## config.mk

```make
export PLATFORM = sky130hd
export DESIGN_NAME = layer_sequencer
export DESIGN_NICKNAME = d
export VERILOG_FILES = /design/src/rtl/layer_sequencer.sv
export SDC_FILE = /design/constraint.sdc
export NUM_CORES = 1
export LEC_CHECK = 0
export BUFFER_PORTS_ARGS = -buffer_cell sky130_fd_sc_hd__buf_4
export CAP_MARGIN = 40
export CORE_AREA = 2 2 86 88
export DETAILED_ROUTE_END_ITERATION = 8
export DIE_AREA = 0 0 88 90
export PLACE_DENSITY = 0.85
export SYNTH_ARGS = -nofsm -noshare
export SYNTH_HDL_FRONTEND = slang
export SYNTH_SLANG_ARGS = --single-unit
```

## constraint.sdc

```tcl
create_clock -name clk -period 6.5 [get_ports clk]
set_clock_uncertainty 0.2 [all_clocks]
set_input_delay 0.325 -clock clk [delete_from_list [all_inputs] [get_ports clk]]
set_output_delay 0.325 -clock clk [all_outputs]
set_load 0.05 [all_outputs]
```

## src/rtl/layer_sequencer.sv

```systemverilog
// Fixed-order stage scheduler for one CNN inference pass: launches each datapath
// stage, grants it the shared feature-map BRAM, and watchdogs it while it runs.
module layer_sequencer #(
    parameter int DATA_WIDTH     = 16,
    parameter int ADDR_WIDTH     = 13,
    parameter int NUM_STAGES     = 3,
    parameter int TIMEOUT_CYCLES = 65536,
    localparam int SW            = (NUM_STAGES > 1) ? $clog2(NUM_STAGES) : 1
) (
    input  logic                             clk,
    input  logic                             reset,
    input  logic                             start,
    output logic                             busy,
    output logic                             done,
    output logic                             error,
    output logic [SW-1:0]                    cur_stage,
    output logic [NUM_STAGES-1:0]            stage_start,
    input  logic [NUM_STAGES-1:0]            stage_done,
    input  logic [NUM_STAGES*ADDR_WIDTH-1:0] st_r_addr,
    input  logic [NUM_STAGES-1:0]            st_r_en,
    output logic [DATA_WIDTH-1:0]            st_r_q,
    input  logic [NUM_STAGES*ADDR_WIDTH-1:0] st_w_addr,
    input  logic [NUM_STAGES-1:0]            st_w_en,
    input  logic [NUM_STAGES-1:0]            st_w_we,
    input  logic [NUM_STAGES*DATA_WIDTH-1:0] st_w_d,
    output logic [ADDR_WIDTH-1:0]            bram_r_addr,
    output logic                             bram_r_en,
    output logic [ADDR_WIDTH-1:0]            bram_w_addr,
    output logic                             bram_w_en,
    output logic                             bram_w_we,
    output logic [DATA_WIDTH-1:0]            bram_w_d,
    input  logic [DATA_WIDTH-1:0]            bram_r_q
);
    localparam int WW = $clog2(TIMEOUT_CYCLES);

    localparam logic [2:0] S_IDLE   = 3'd0;
    localparam logic [2:0] S_LAUNCH = 3'd1;
    localparam logic [2:0] S_RUN    = 3'd2;
    localparam logic [2:0] S_FINISH = 3'd3;
    localparam logic [2:0] S_FAULT  = 3'd4;

    localparam logic [SW-1:0] LAST_IDX = SW'(NUM_STAGES - 1);
    localparam logic [WW-1:0] WD_MAX   = WW'(TIMEOUT_CYCLES - 1);

    logic [2:0]    state;
    logic [SW-1:0] idx;
    logic [WW-1:0] wdog;
    logic          grant;

    logic [NUM_STAGES-1:0][ADDR_WIDTH-1:0] r_addr_v, w_addr_v;
    logic [NUM_STAGES-1:0][DATA_WIDTH-1:0] w_d_v;

    assign r_addr_v = st_r_addr;
    assign w_addr_v = st_w_addr;
    assign w_d_v    = st_w_d;

    always_ff @(posedge clk) begin
        if (reset) begin
            state <= S_IDLE;
            idx   <= '0;
            wdog  <= '0;
            error <= 1'b0;
        end else begin
            case (state)
                S_IDLE: begin
                    if (start) begin
                        state <= S_LAUNCH;
                        idx   <= '0;
                    end
                end
                S_LAUNCH: begin
                    wdog  <= '0;
                    state <= S_RUN;
                end
                S_RUN: begin
                    wdog <= wdog + WW'(1);
                    // A done pulse on the limit cycle still counts as completion.
                    if (stage_done[idx]) begin
                        if (idx == LAST_IDX) begin
                            state <= S_FINISH;
                        end else begin
                            idx   <= idx + SW'(1);
                            state <= S_LAUNCH;
                        end
                    end else if (wdog == WD_MAX) begin
                        state <= S_FAULT;
                        error <= 1'b1;
                    end
                end
                S_FINISH: begin
                    state <= S_IDLE;
                    idx   <= '0;
                end
                S_FAULT: begin
                    if (start) begin
                        error <= 1'b0;
                        idx   <= '0;
                        state <= S_LAUNCH;
                    end
                end
                default: state <= S_IDLE;
            endcase
        end
    end

    assign grant       = (state == S_LAUNCH) || (state == S_RUN);
    assign busy        = grant || (state == S_FINISH);
    assign done        = (state == S_FINISH);
    assign cur_stage   = idx;
    assign stage_start = (state == S_LAUNCH) ? (NUM_STAGES'(1) << idx) : '0;
    assign st_r_q      = bram_r_q;

    // Only the granted stage reaches the BRAM; everything else is forced to zero.
    always_comb begin
        bram_r_addr = '0;
        bram_r_en   = 1'b0;
        bram_w_addr = '0;
        bram_w_en   = 1'b0;
        bram_w_we   = 1'b0;
        bram_w_d    = '0;
        if (grant) begin
            bram_r_addr = r_addr_v[idx];
            bram_r_en   = st_r_en[idx];
            bram_w_addr = w_addr_v[idx];
            bram_w_en   = st_w_en[idx];
            bram_w_we   = st_w_we[idx];
            bram_w_d    = w_d_v[idx];
        end
    end
endmodule

```

# Word-level counts from Yosys, hierarchy flattened
# Cells that the tools add are included.
[word_totals]
regBits = 22
inputBits = 157
output_inout_bits = 69
[classes]
n_addsub = 2
n_lt_le_gt_ge = 1
eq_ne = 13
n_shift = 1
n_mux = 35
n_reduce_logical = 10
[op_table]
columns = ["op", "n"]
rows = [
  ["binary-select mux 13 bit (select 2 bit)", 2],
  ["2-to-1 mux 13 bit", 4],
  ["binary-select mux 16 bit (select 2 bit)", 1],
  ["2-to-1 mux 16 bit", 2],
  ["case mux 16 bit (2 select lines)", 1],
  ["adder 16 x 1 -> 16 bit, second input constant", 1],
  ["== test 16 bit, second input constant", 1],
  ["2-to-1 mux 3 bit", 4],
  ["2-to-1 mux 1 bit", 10],
  ["!= test 2 bit, second input constant", 5],
  ["case mux 3 bit (3 select lines)", 1],
  ["binary-select mux 1 bit (select 2 bit)", 4],
  ["2-to-1 mux 2 bit", 4],
  ["AND reduction 4 bit", 2],
  ["== test 3 x 2 -> 1 bit, second input constant", 2],
  ["case mux 2 bit (3 select lines)", 1],
  ["nonzero test 2 bit", 2],
  ["== test 3 x 1 -> 1 bit, second input constant", 1],
  ["== test 3 bit, second input constant", 1],
  ["logical NOT 3 bit", 1],
  ["< comparator 2 x 3 -> 1 bit, second input constant", 1],
  ["!= test 3 bit, second input constant", 1],
  ["nonzero test 3 bit", 1],
  ["<< shifter 1 x 2 -> 3 bit, first input constant", 1],
  ["7 further kinds", 8],
]

# Depth between registers and ports, before layout
[logic_depth]
ltp_word = 4
depth_mapped = 6
mapped_depth_nobuf = 6

# Worst setup path after synthesis
# OpenSTA, ideal clock, no wires.
[synth_timing]
path_type = "register to output"
startpoint = "reg idx[1], in the netlist cur_stage[1]"
endpoint = "out bram_r_addr[0]"
arrival_time_ps = 2330
required_ps = 5975
slack_ps = 3645
path_stages_with_launch = 7
path_cell_list = "dfxtp_1 > buf_1 > buf_2 > mux2i_1 > nor2_1 > a21oi_1 > nor2_1"
[synth_between]
elab_chain_len = 3
[synth_rtl]
columns = ["element", "line", "rtl"]
rows = [
  ["from (decl)", "46", "logic [SW-1:0] idx;"],
  ["from (signal assigned)", "82", "idx <= idx + SW'(1);"],
  ["binary-select mux 13 bit (select 2 bit)", "122", "bram_r_addr = r_addr_v[idx];"],
  ["2-to-1 mux 13 bit (not written as such)", "122", ""],
  ["2-to-1 mux 13 bit", "121", "if (grant) begin"],
  ["to (decl)", "26", "output logic [ADDR_WIDTH-1:0] bram_r_addr,"],
]
# No other way between the ends. The select of a mux whose other input is x is not followed.

# Final worst setup path
[layout_timing]
startpoint = "reg idx[1], in the netlist cur_stage[1]"
endpoint = "reg error"
[layout_between]
elab_chain_len = 4
[layout_rtl]
columns = ["element", "line", "rtl"]
rows = [
  ["binary-select mux 1 bit (select 2 bit)", "78", "if (stage_done[idx]) begin"],
  ["2-to-1 mux 1 bit (not written as such)", "78", ""],
  ["!= test 2 bit (no line)", "--", ""],
  ["AND reduction 4 bit (no line)", "--", ""],
  ["to (signal assigned)", "62", "error <= 1'b0;"],
  ["to (signal assigned)", "87", "error <= 1'b1;"],
  ["to (signal assigned)", "96", "error <= 1'b0;"],
  ["to (decl)", "15", "output logic error,"],
]
# No other way between the ends. The select of a mux whose other input is x is not followed.
# A chain may end at the register's enable or synchronous reset.

==> summary.md <==
| Metric | Value |
|---|---|
| DRC | `0` |
| Routability cong. | `0.9690` |
| Worst-margin pin slew | `0.8787 ns` |
| Hold path depth | `2` |
| TritonCTS Sinks | `22` |
| Power Dens Cells | `139.5 nW/um^2` |
| Worst setup margin | `3.669 ns` |
| Fraction of layout cells with a size suffix above 1 | `40.11%` |
| Worst R2R End | `error` |
| Htree depth | `1` |
| CTS tree | `built` |
| Most frequent cells in the layout | `buf_4, nor2_1, a21oi_1` |
| Clk pin slew, worst setup/hold paths | `0.08 ns` |
| Dominant synthesized flop cell | `dfxtp_1` |
| CP Launch Type | `flip-flop` |
| Mapped Nets | `535` |
| Ant. Diodes | `0` |
| Final WL | `9.737 mm` |
| Dpl ws | `3.660 ns` |
| First-pass iteration count of the detailed router | `4` |
| Post_cts resized | `0` |
| Seq/Total Area, Yosys | `17.57%` |
| HPWL after DPL | `7.845 mm` |
| Area grow syn2layout | `59.71%` |
| Chip Height | `90 um` |
| Period utilisation layout | `43.56%` |
| Fillcell total | `648` |
| Hold/Removal Path Class | `in -> reg` |
| Final Hold Violating Endpoints | `0` |
| Die X | `88 um` |
| Synth Area per Inst | `6.701 um^2` |
| FMAX | `353.2 MHz` |
| Critical Path RT | `6.47 ns` |
| Wire per inst | `15.46 um` |
| R2R setup slack | `3.67 ns` |
| Hold-fix buffers, CTS | `0` |
| Worst r2r src | `cur_stage[1]` |
| Vias in the first global route | `3000` |
| Design Power | `0.5585 mW` |
| GRT Total Usage | `22.88%` |
| EDFF count, synth | `0` |
| WS Path Type | `reg -> reg` |
| Async S/R FF share, synth | `0%` |
| Netlist Area Pre-Place | `2506 um^2` |
| Status | `finished clean` |
| Row cnt | `31` |
| Port Buffers | `193` |
| Max-cap violations | `0` |
| Post-CTS Setup Repair Bufs | `0` |
| R2R cell count | `5` |
| CTS Buf Count | `3` |
| Leak pwr | `1.829 nW` |
| CP startpoint | `cur_stage[1]` |
| Syn. warnings | `0` |
| Yosys cell types | `49` |
| Core footprint | `7020 um^2` |
| Worst setup path endpoint | `error` |
| Via count | `3231` |
| Grt ovf | `0` |
| Final setup violation count | `0` |
| FF+latch count, synth | `22` |
| Maximum VDD drop | `0.07660 mV` |
| Initial DRC Count | `148` |
| Antenna Nets Post-Route | `0` |
| Synthesized instance count | `374` |
| Worst rel slew slack | `40.60%` |
| TNS Setup | `0 ns` |
| Slew Viols, Final | `0` |
| Vias/cell | `5.129` |
| Worst EP arrival | `2.80 ns` |
| Initial Util | `35.70%` |
| Final worst path period need | `2.831 ns` |
| Root buffer selected by CTS | `clkbuf_8` |
| Unrepaired setup endpoints after global routing | `no` |
| First-pass GRT wire length | `14.64 mm` |
| Nets | `693` |
| Critical path fanouts, max | `51` |
| I/O pins | `226` |
| Commonest non-fill, non-tap cell in the layout | `buf_4` |
| Crit. End Element | `flip-flop` |
| Clk buf depth | `2` |
| Full die area | `7920 um^2` |
| Worst skew pair latency | `0.27 ns` |
| Largest net degree at the start of global routing | `52` |
| Initial antenna violation count | `0` |
-- how the worst min path moves through the flow --
stage / from / end / slack (ns)
3_3_place_gp: wdog[7] / wdog[7] / 0.26
5_1_grt: start / state[2] / 0.05
4_1_cts: start / state[2] / 0.05
2_1_floorplan: start / state[2] / 0.22
6_report: start / state[2] / 0.07
3_5_place_dp: wdog[7] / wdog[7] / 0.28
-- through the flow --
stage / std cells / hold slack [ns] / area [um^2] / util [%]
floorplan: 374 / 0.2193 / 2506 / -
global placement: 623 / 0.2601 / 3872 / 55.16
detailed placement: 626 / 0.2781 / 3948 / 56.23
CTS: 630 / 0.05119 / 4003 / 57.01
global route: 630 / 0.05070 / 4003 / 57.01
finish: 630 / 0.06596 / 4003 / 57.01
-- report_power, final --
part,internal [mW],leakage [nW],switching [mW],total [mW]
Clock,0.0540,0.0288,0.0447,0.0987
Combinational,0.126,1.62,0.192,0.318
Sequential,0.136,0.179,0.00551,0.142
Total,0.316,1.83,0.242,0.558
-- worst max-delay path: stages, from the launching register on --
cell       delay, ns
dfxtp_2         0.31
buf_4           0.62
mux2_4          0.36
mux2_4          0.29
or4_4           0.58
a2111oi_4       0.35
-- cell type report --
class	instances	area [um^2]	area share, %
tap	99	123.9	3.095
sequential	22	442.9	11.07
timing repair buffer	198	1539	38.45
inverter	5	18.77	0.4689
multi-input combinational	302	1823	45.55
clock buffer	4	55.05	1.375
-- flip-flops by register name, summed over array words and instances, names as in the netlist --
name / count
error: 1
state: 3
cur_stage: 2
wdog: 16
-- cells by family (layout without fill, tap and decap cells) --
kind of cell,after synthesis,count (layout),share of synthesized area [%]
DFF,22,22,17.57
and+or+nand+nor,164,164,29.71
buffers and inverters,50,207,10.09
AOI/OAI and AO/OA,84,84,20.37
adders and majority gates,4,4,1.997
muxes,48,48,19.57
xor gates and xnor gates,2,2,0.6991
-- metal layers --
| metal | vias to the layer above | global-route usage [%] | share of wire (%) |
|---|---|---|---|
| met3 | 10 | 6.244 | 9.1 |
| li1 | 1603 | - | - |
| met1 | 1465 | 27.55 | 39 |
| met2 | 153 | 40.28 | 50 |
| met4 | 0 | 4.231 | 1.3 |
| met5 | - | 0 | 0 |
-- Yosys cell counts, drive strengths merged (3+ instances only) --
cell	n	area, um^2
buf	23	151.4
a21oi	55	275.3
nand3	5	25.02
nand2	12	45.04
nor2b	5	31.28
dfxtp	22	440.4
nor3	3	15.01
o21ai	7	35.03
and2	6	37.54
mux2i	46	460.4
nand2b	3	18.77
a311oi	4	35.03
nand4	4	25.02
nor2	107	401.6
clkbuf	22	82.58
inv	5	18.77
ha	4	50.05
and3	5	31.28
No activity file was read; power rests on OpenSTA's default activity.
